--- src/rtl/uart_time_reporter_pkg.sv ---
// Shared constants, state encoding and frame byte helper for the UART time reporter.
package uart_report_pkg;

    localparam int unsigned BYTE_W     = 8;
    localparam int unsigned BCD_DIGITS = 7;
    localparam int unsigned BCD_W      = 4 * BCD_DIGITS;
    localparam int unsigned FRAME_LEN  = 10;
    localparam int unsigned IDX_W      = 4;

    localparam logic [BYTE_W-1:0] ASCII_0   = 8'h30;
    localparam logic [BYTE_W-1:0] ASCII_DOT = 8'h2E;
    localparam logic [BYTE_W-1:0] ASCII_CR  = 8'h0D;
    localparam logic [BYTE_W-1:0] ASCII_LF  = 8'h0A;

    typedef enum logic [2:0] {
        S_IDLE,
        S_CONV,
        S_LOAD,
        S_WAIT_ACK,
        S_WAIT_DONE
    } state_t;

    // Byte idx of "DDDD.DDD\r\n"; bcd[27:24] is the most significant digit.
    function automatic logic [BYTE_W-1:0] frame_byte(input logic [IDX_W-1:0] idx,
                                                     input logic [BCD_W-1:0] bcd);
        logic [BYTE_W-1:0] b;
        case (idx)
            4'd0:    b = ASCII_0 + BYTE_W'(bcd[27:24]);
            4'd1:    b = ASCII_0 + BYTE_W'(bcd[23:20]);
            4'd2:    b = ASCII_0 + BYTE_W'(bcd[19:16]);
            4'd3:    b = ASCII_0 + BYTE_W'(bcd[15:12]);
            4'd4:    b = ASCII_DOT;
            4'd5:    b = ASCII_0 + BYTE_W'(bcd[11:8]);
            4'd6:    b = ASCII_0 + BYTE_W'(bcd[7:4]);
            4'd7:    b = ASCII_0 + BYTE_W'(bcd[3:0]);
            4'd8:    b = ASCII_CR;
            4'd9:    b = ASCII_LF;
            default: b = '0;
        endcase
        return b;
    endfunction

endpackage

--- src/rtl/uart_time_reporter_if.sv ---
// Byte handshake between the reporter (master) and the UART transmit engine (slave).
//   o_tx_start : one-cycle start pulse from the reporter
//   o_tx_data  : byte to transmit, valid while o_tx_start=1
//   i_tx_busy  : engine busy flag, rises the cycle after start
interface uart_time_reporter_if;
    import uart_report_pkg::*;

    logic              o_tx_start;
    logic [BYTE_W-1:0] o_tx_data;
    logic              i_tx_busy;

    modport master (output o_tx_start, output o_tx_data, input i_tx_busy);
    modport slave  (input o_tx_start, input o_tx_data, output i_tx_busy);
endinterface

--- src/rtl/uart_time_reporter_bin2bcd.sv ---
// Sequential double-dabble converter, one input bit per cycle.
//   clk, reset : clock, synchronous active-high reset
//   start      : loads bin and performs the first shift in the same cycle
//   bin        : binary value to convert
//   bcd        : 7 BCD digits, stable after done until the next start
//   done       : one-cycle pulse once all TIME_W bits have been shifted in
module bin2bcd_seq
    import uart_report_pkg::*;
#(
    parameter int unsigned TIME_W = 24
) (
    input  logic              clk,
    input  logic              reset,
    input  logic              start,
    input  logic [TIME_W-1:0] bin,
    output logic [BCD_W-1:0]  bcd,
    output logic              done
);

    localparam int unsigned CNT_W = $clog2(TIME_W + 1);

    logic [TIME_W-1:0] shreg;
    logic [CNT_W-1:0]  cnt;
    logic              running;

    // Add-3 correction on every digit >= 5, then shift the next bit in.
    function automatic logic [BCD_W-1:0] dd_step(input logic [BCD_W-1:0] cur,
                                                 input logic bit_in);
        logic [BCD_W-1:0] adj;
        adj = cur;
        for (int d = 0; d < BCD_DIGITS; d++) begin
            if (adj[d*4 +: 4] >= 4'd5) begin
                adj[d*4 +: 4] = adj[d*4 +: 4] + 4'd3;
            end
        end
        return {adj[BCD_W-2:0], bit_in};
    endfunction

    // Start counts as shift 1, so done lands exactly TIME_W cycles after start.
    always_ff @(posedge clk) begin
        if (reset) begin
            shreg   <= '0;
            cnt     <= '0;
            running <= 1'b0;
            bcd     <= '0;
            done    <= 1'b0;
        end else begin
            done <= 1'b0;
            if (start) begin
                bcd     <= dd_step('0, bin[TIME_W-1]);
                shreg   <= bin << 1;
                cnt     <= CNT_W'(1);
                running <= 1'b1;
            end else if (running) begin
                bcd   <= dd_step(bcd, shreg[TIME_W-1]);
                shreg <= shreg << 1;
                cnt   <= cnt + CNT_W'(1);
                if (cnt == CNT_W'(TIME_W - 1)) begin
                    running <= 1'b0;
                    done    <= 1'b1;
                end
            end
        end
    end

endmodule

--- src/rtl/uart_time_reporter.sv ---
// Converts a millisecond lap time into "DDDD.DDD\r\n" and feeds it to a UART engine.
//   clk, reset : clock, synchronous active-high reset
//   i_send     : one-cycle report request
//   i_time_ms  : lap time, sampled only when i_send is accepted
//   tx         : start/data/busy handshake to the UART engine (master side)
//   o_busy     : high from acceptance until the frame is complete
//   o_done     : one-cycle pulse after the LF byte has finished
//   o_overrun  : one-cycle pulse when i_send arrives while busy
module uart_time_reporter
    import uart_report_pkg::*;
#(
    parameter int unsigned TIME_W = 24,
    parameter int unsigned MAX_MS = 9_999_999
) (
    input  logic                 clk,
    input  logic                 reset,
    input  logic                 i_send,
    input  logic [TIME_W-1:0]    i_time_ms,
    uart_time_reporter_if.master tx,
    output logic                 o_busy,
    output logic                 o_done,
    output logic                 o_overrun
);

    localparam logic [IDX_W-1:0] LAST_IDX = IDX_W'(FRAME_LEN - 1);

    state_t             state;
    logic [IDX_W-1:0]   idx;
    logic [TIME_W-1:0]  sat_ms_c;
    logic               conv_start_c;
    logic               conv_done;
    logic [BCD_W-1:0]   bcd;

    assign sat_ms_c     = (i_time_ms > TIME_W'(MAX_MS)) ? TIME_W'(MAX_MS) : i_time_ms;
    assign conv_start_c = (state == S_IDLE) && i_send;

    // The converter captures the saturated value on acceptance and holds the digits.
    bin2bcd_seq #(.TIME_W(TIME_W)) u_bin2bcd (
        .clk   (clk),
        .reset (reset),
        .start (conv_start_c),
        .bin   (sat_ms_c),
        .bcd   (bcd),
        .done  (conv_done)
    );

    // Frame sequencer; start/data are registered on entry to S_LOAD.
    always_ff @(posedge clk) begin
        if (reset) begin
            state         <= S_IDLE;
            idx           <= '0;
            tx.o_tx_start <= 1'b0;
            tx.o_tx_data  <= '0;
            o_busy        <= 1'b0;
            o_done        <= 1'b0;
            o_overrun     <= 1'b0;
        end else begin
            tx.o_tx_start <= 1'b0;
            o_done        <= 1'b0;
            o_overrun     <= i_send && o_busy;
            case (state)
                S_IDLE: begin
                    if (i_send) begin
                        o_busy <= 1'b1;
                        idx    <= '0;
                        state  <= S_CONV;
                    end
                end
                S_CONV: begin
                    if (conv_done) begin
                        tx.o_tx_start <= 1'b1;
                        tx.o_tx_data  <= frame_byte(idx, bcd);
                        state         <= S_LOAD;
                    end
                end
                S_LOAD: begin
                    state <= S_WAIT_ACK;
                end
                S_WAIT_ACK: begin
                    if (tx.i_tx_busy) begin
                        state <= S_WAIT_DONE;
                    end
                end
                S_WAIT_DONE: begin
                    if (!tx.i_tx_busy) begin
                        if (idx == LAST_IDX) begin
                            o_done <= 1'b1;
                            o_busy <= 1'b0;
                            idx    <= '0;
                            state  <= S_IDLE;
                        end else begin
                            idx           <= idx + IDX_W'(1);
                            tx.o_tx_start <= 1'b1;
                            tx.o_tx_data  <= frame_byte(idx + IDX_W'(1), bcd);
                            state         <= S_LOAD;
                        end
                    end
                end
                default: begin
                    state <= S_IDLE;
                end
            endcase
        end
    end

endmodule

--- src/flat_wrapper.sv ---
// flat-port wrapper written by rule: the top's interface ports become plain ports
module uart_time_reporter_flat import uart_report_pkg::*;
#(
    parameter int unsigned TIME_W = 24,
    parameter int unsigned MAX_MS = 9_999_999
)
  (clk, reset, i_send, i_time_ms, o_busy, o_done, o_overrun, tx_o_tx_start, tx_o_tx_data, tx_i_tx_busy);
  uart_time_reporter_if tx_i ();
  input  logic clk;
  input  logic reset;
  input  logic i_send;
  input  logic [TIME_W-1:0] i_time_ms;
  output logic o_busy;
  output logic o_done;
  output logic o_overrun;
  output wire logic [$bits(tx_i.o_tx_start)-1:0] tx_o_tx_start;
  output wire logic [$bits(tx_i.o_tx_data)-1:0] tx_o_tx_data;
  input wire logic [$bits(tx_i.i_tx_busy)-1:0] tx_i_tx_busy;
  assign tx_o_tx_start = tx_i.o_tx_start;
  assign tx_o_tx_data = tx_i.o_tx_data;
  assign tx_i.i_tx_busy = tx_i_tx_busy;
  uart_time_reporter #(.TIME_W(TIME_W), .MAX_MS(MAX_MS)) u_core (.clk(clk), .reset(reset), .i_send(i_send), .i_time_ms(i_time_ms), .tx(tx_i), .o_busy(o_busy), .o_done(o_done), .o_overrun(o_overrun));
endmodule
--- config.mk ---
export PLATFORM = sky130hd
export DESIGN_NAME = uart_time_reporter_flat
export DESIGN_NICKNAME = d
export VERILOG_FILES = /design/src/rtl/uart_time_reporter_pkg.sv /design/src/rtl/uart_time_reporter_if.sv /design/src/rtl/uart_time_reporter_bin2bcd.sv /design/src/rtl/uart_time_reporter.sv /design/src/flat_wrapper.sv
export SDC_FILE = /design/constraint.sdc
export NUM_CORES = 1
export LEC_CHECK = 0
export BUFFER_PORTS_ARGS = -buffer_cell sky130_fd_sc_hd__buf_2
export CAP_MARGIN = 15
export CORE_MARGIN = 1.5
export CORE_UTILIZATION = 61
export CTS_CLUSTER_DIAMETER = 120
export DETAILED_ROUTE_END_ITERATION = 16
export PLACE_DENSITY = 0.86
export RECOVER_POWER = 100
export SLEW_MARGIN = 25
export SYNTH_ARGS = -nofsm -noshare
export SYNTH_HDL_FRONTEND = slang
export SYNTH_HIERARCHICAL = 1
export SYNTH_SLANG_ARGS = --single-unit
--- constraint.sdc ---
create_clock -name clk -period 2.5 [get_ports clk]
set_clock_uncertainty 0.2 [all_clocks]
set_input_delay 0.5 -clock clk [delete_from_list [all_inputs] [get_ports clk]]
set_output_delay 0.5 -clock clk [all_outputs]
set_load 0.005 [all_outputs]
# Word-level counts from Yosys, hierarchy flattened
# Index checks and enable logic that the tools add are counted.
dict set report classes {
  n_shift 0
  reduce_logical 15
  bitwise 2
  n_mul 0
  n_mux 43
  n_div 0
  n_eq_ne 29
  addsub 16
  magnitude_cmp 8
}
# op count
set op_table {}
lappend op_table {{$pmux 8 s10} 2}
lappend op_table {{$mux 24} 3}
lappend op_table {{$add 6x4->7 const A} 7}
lappend op_table {{$mux 4} 9}
lappend op_table {{$eq 4x3->1 const B} 8}
lappend op_table {{$ge 4x3->1 const B} 7}
lappend op_table {{$add 4x2->4 const B} 6}
lappend op_table {{$gt 24x24->1 const B} 1}
lappend op_table {{$mux 8} 3}
lappend op_table {{$eq 4x2->1 const B} 4}
lappend op_table {{$eq 4x4->1 const B} 4}
lappend op_table {{$pmux 8 s2} 1}
lappend op_table {{$mux 1} 15}
lappend op_table {{$mux 3} 5}
lappend op_table {{$pmux 3 s5} 1}
lappend op_table {{$reduce_and 4->1} 3}
lappend op_table {{$ne 2x2->1 const B} 5}
lappend op_table {{$eq 4x1->1 const B} 2}
lappend op_table {{$logic_not 4->1} 2}
lappend op_table {{$pmux 4 s2} 1}
lappend op_table {{$eq 3x2->1 const B} 2}
lappend op_table {{$reduce_bool 2->1} 3}
lappend op_table {{$reduce_or 3->1} 2}
lappend op_table {{$add 5x1->5 const B} 1}
lappend op_table {{13 further kinds} 16}
dict set report word_totals {
  latchBits 0
  input_bits 28
  regBits 77
  mem_bits_rw 0
  output_inout_bits 12
  n_memories 0
  mem_bits_ro 0
}

# Depth between registers and ports, before layout
dict set report logic_depth {
  depth_word 6
  mapped_depth 8
  ltp_nobuf 7
}

# By module
# The synthesis kept the hierarchy.
# mod seq_area_each_um2 cells_per_inst n_inst area_per_inst_um2
set by_module_without_submodules {}
lappend by_module_without_submodules {bin2bcd_seq 1161.1 364 1 3226.8}
lappend by_module_without_submodules {uart_time_reporter 340.3 258 1 1814.2}

# Least setup slack after synthesis
# No wires, ideal clock.
dict set report synth_timing {
  kind {input to register}
  from {input i_time_ms[14]}
  to {register u_core.u_bin2bcd.shreg[10]}
  path_slack_ps 385
  arrival_time_ps 1849
  required_ps 2235
  cell_stages 7
  setup_ps 65
  cell_sequence {or4_1 o41a_1 nand2_1 clkbuf_2 or2_2 mux2i_1 nor2_1}
}
dict set report synth_via {
  elab_chain_cells 3
}
# element line
set synth_lines {}
lappend synth_lines {{start, declared} flat_wrapper.sv:12} ;# input logic [TIME_W-1:0] i_time_ms;
lappend synth_lines {{$gt 24x24->1} uart_time_reporter.sv:34} ;# assign sat_ms_c = (i_time_ms > TIME_W'(MAX_MS)) ? TIME_W'(MAX_MS) : i_time_ms;
lappend synth_lines {{$mux 24} uart_time_reporter.sv:34}
lappend synth_lines {{via u_core.sat_ms_c[9]} uart_time_reporter.sv:29} ;# logic [TIME_W-1:0] sat_ms_c;
lappend synth_lines {{$mux 24} uart_time_reporter_bin2bcd.sv:49} ;# if (start) begin
lappend synth_lines {{end signal, assigned} uart_time_reporter_bin2bcd.sv:51} ;# shreg <= bin << 1;
lappend synth_lines {{end signal, assigned} uart_time_reporter_bin2bcd.sv:56} ;# shreg <= shreg << 1;
lappend synth_lines {{end, declared} uart_time_reporter_bin2bcd.sv:22} ;# logic [TIME_W-1:0] shreg;
# The timed path passes the listed nets, and every way through them passes these cells.
# A chain may end at the register's enable or synchronous reset.

# Final worst setup path
dict set report layout_timing {
  from {register u_core.state[0]}
  to {register u_core.u_bin2bcd.shreg[18]}
}
dict set report layout_via {
  elab_chain_cells 3
}
# element line
set layout_lines {}
lappend layout_lines {{start, declared} uart_time_reporter.sv:27} ;# state_t state;
lappend layout_lines {{start signal, assigned} uart_time_reporter.sv:50} ;# state <= S_IDLE;
lappend layout_lines {{start signal, assigned} uart_time_reporter.sv:66} ;# state <= S_CONV;
lappend layout_lines {{start signal, assigned} uart_time_reporter.sv:73} ;# state <= S_LOAD;
lappend layout_lines {{$logic_not 3->1 (*)} uart_time_reporter.sv:35} ;# assign conv_start_c = (state == S_IDLE) && i_send;
lappend layout_lines {{$logic_and 1x1->1 (*)} uart_time_reporter.sv:35}
lappend layout_lines {{via u_core.conv_start_c} uart_time_reporter.sv:30} ;# logic conv_start_c;
lappend layout_lines {{$mux 24 / $reduce_bool 2->1 (equally long branches)} --}
# Mark *: on every way through the listed nets, which the timed path passes. The rest lies on a longest branch.

==> summary.txt <==
Status: finished, final reports clean
Maximum clock frequency: 442.7 MHz
VDD IR-drop max: 0.2685 mV
Area occupied by multi-input gates: 3174 µm²
Post-synthesis cell count: 622
# fillers: 645
Critical path class: reg -> reg
Avg Inst Size Synth: 8.105 µm²
Hold Crit Class: in -> reg
Leak: 1.885 nW
Maxcap violations: 0
Nets: 684
P per Cell Area: 497.4 nW/µm²
Critical path arrival: 2.29 ns
Max clock buf depth: 2
Port Buf Inserts: 37
Main area contributors after synthesis: dfxtp_1 (30%), mux2i_1 (6.6%), mux2_2 (6.0%)
Post-placement setup slack: 0.06245 ns
Setup repair bufs after CTS: 0
Worst Tran Pin Value: 0.8424 ns
CTS sink count: 75
Core ar.: 7848 µm²
Gr ovfl total: 0
P&R area growth vs syn: 7.123%
Ports: 40
Crit end category: flop
RSZ-0062 raised after global routing: no
Number of flops mapped to enable cells by yosys: 0
Register area share after synthesis: 0.2978
Final min period: 2.259 ns
Later-pin clock latency in the skew report: 0.35 ns
DR vias/cell: 6.294
Most frequent cells in the layout: dfxtp_1 (74), nor2_1 (60), nand2_1 (48)
Crit path max fanout: 27
Final setup fails: 0
1st-iter DRT viols: 325
Distinct cells, synth: 70
CTS Hold Bufs: 0
Crit share post-route: 0.9035
Reg clk slew, reported paths: 0.09 ns
Crit path setup slack, layout: 0.2413 ns
Seq cells post-synth: 75
Synth warn: 6
Final hold vios: 0
First-pass GRT wire length: 20,130 µm
Crit-path leading delay family: buffers and inverters
Crit path largest cell delay: 0.69 ns
DPL Wire Length: 8396 µm
Crit-path cells: nor2_1 -> and2_0 -> clkbuf_2 -> mux2i_1 -> nor2_1
Top cell type's share of synthesized area: 0.2978
Commonest non-fill, non-tap cell in the layout: dfxtp_1
Clock root buffer: clkbuf_8
GPL Wtd Cong: 0.9429
Dpl cells: 732
Sequential cell area: 1503 µm²
Rel. slew slack: 0.4384
Die Width: 93.91 µm
Die height: 93.91 µm
CTS resizes: 0
TritonCTS clock tree: built
H-tree depth: 3
Fin Hold WS: 0.1909 ns
DRT Pass-1 Iters: 5
Ys async rst share: 0
Antenna violations before repair: 0
DRT Wirelength: 12,270 µm
DRC: 0
Layout cells sized above 1: 0.1718
Total track usage: 0.2866
Post-synth top flop: dfxtp_1
Mapped cell area: 5041 µm²
N_diodes: 0
Number of buffers and inverters on the critical path: 1
Post-Route Setup TNS: 0 ns
Die area: 8818 µm²
Largest net degree at the start of global routing: 56
Cell taking the most area after synthesis: dfxtp_1
CTS buffer count: 9
CP startpoint kind: flop
Most Frequent Cell on Critical Path: nor2_1
Core Rows: 32
Slowest CP cell: clkbuf_2
Slew Viols, Final: 0
CP Data Required Time: 2.54 ns
Via Count: 4,708
Fin cells: 748
Vias in the first global route: 4,326
Routed len/inst: 16.40 µm
Initial core utilization: 0.6424
Final ANT Viol Nets: 0
## kinds of logic after synthesis
logic type               share of synthesized area
AO/OA/AOI/OAI                               0.2003
XOR/XNOR                                  0.008687
buffers and inverters                      0.07148
flip-flops                                  0.2978
AND/OR/NAND/NOR                             0.2579
multiplexers                                0.1258
adder cells (fa/ha/maj)                    0.03723
other                                    0.0007439
## layer usage
layer  routed length [µm]  global-route usage
met5                    0                   0
met4                  142              0.1032
met3                  729             0.04369
met2                 5969              0.4740
met1                 5429              0.3778
## where the power goes
part           total [mW]  switching, mW  internal (mW)
registers            1.30         0.0547           1.24
clock network       0.999          0.501          0.497
logic               0.388          0.218          0.170
total                2.69          0.774           1.91
## synthesized netlist by cell type (all sizes together) (7+ instances only)
cell type and number:
dfxtp 75, nor2 61, nand2 48, o21ai 36, buf 33, mux2i 33, a21oi 31, nand3 29
mux2 27, inv 25, nand2b 18, a31oi 16, ha 15, clkbuf 14, nor2b 14, or2 14
o211ai 10, a2111o 9, and3 8, or3b 7
## worst reg2reg max path, stage by stage, from the launching register on
cell and delay [ns]:
dfxtp_1 0.39, nor2_1 0.22, and2_0 0.25, clkbuf_2 0.69, mux2i_1 0.32, nor2_1 0.07
## path summary, 6_finish.rpt
check / start / endpoint / slack [ns] / cells after the start
worst max register to register: u_core/state[0]$_SDFFE_PP0P_ / u_core/u_bin2bcd/shreg[18]$_SDFFE_PP0P_ / 0.24 / 5
worst min-delay path: i_send / u_core/o_overrun$_SDFF_PP0_ / 0.19 / 3
worst min register to register: u_core/o_busy$_SDFFE_PP0P_ / u_core/o_overrun$_SDFF_PP0_ / 0.28 / 2
worst max-delay path: u_core/state[0]$_SDFFE_PP0P_ / u_core/u_bin2bcd/shreg[18]$_SDFFE_PP0P_ / 0.24 / 5
## flip-flops by register name, summed over array words and instances, names as in the netlist
register / cells
u_core/u_bin2bcd/bcd: 28
u_core/o_overrun: 1
u_core/o_done: 1
u_core/u_bin2bcd/shreg: 23
u_core/state: 3
u_core/tx.o_tx_data: 6
u_core/idx: 4
u_core/u_bin2bcd/running: 1
u_core/tx.o_tx_start: 1
u_core/u_bin2bcd/cnt: 5
u_core/u_bin2bcd/done: 1
u_core/o_busy: 1
## cell type report
| class | instances | share of cell area |
|---|---|---|
| clock buffer | 10 | 0.02549 |
| multi-input combinational | 476 | 0.5878 |
| tap | 102 | 0.02363 |
| clock inverter | 6 | 0.01321 |
| timing repair buffer | 54 | 0.05422 |
| inverter | 25 | 0.01738 |
| sequential | 75 | 0.2783 |
## metrics by stage
stage	cell area [µm²]	power [mW]	utilization
floorplan	5045	1.619	-
global placement	5220	1.688	0.6652
detailed placement	5220	1.710	0.6652
CTS	5429	2.695	0.6918
global route	5400	2.802	0.6881
finish	5400	2.686	0.6881
(Power assumes the default switching activity.)
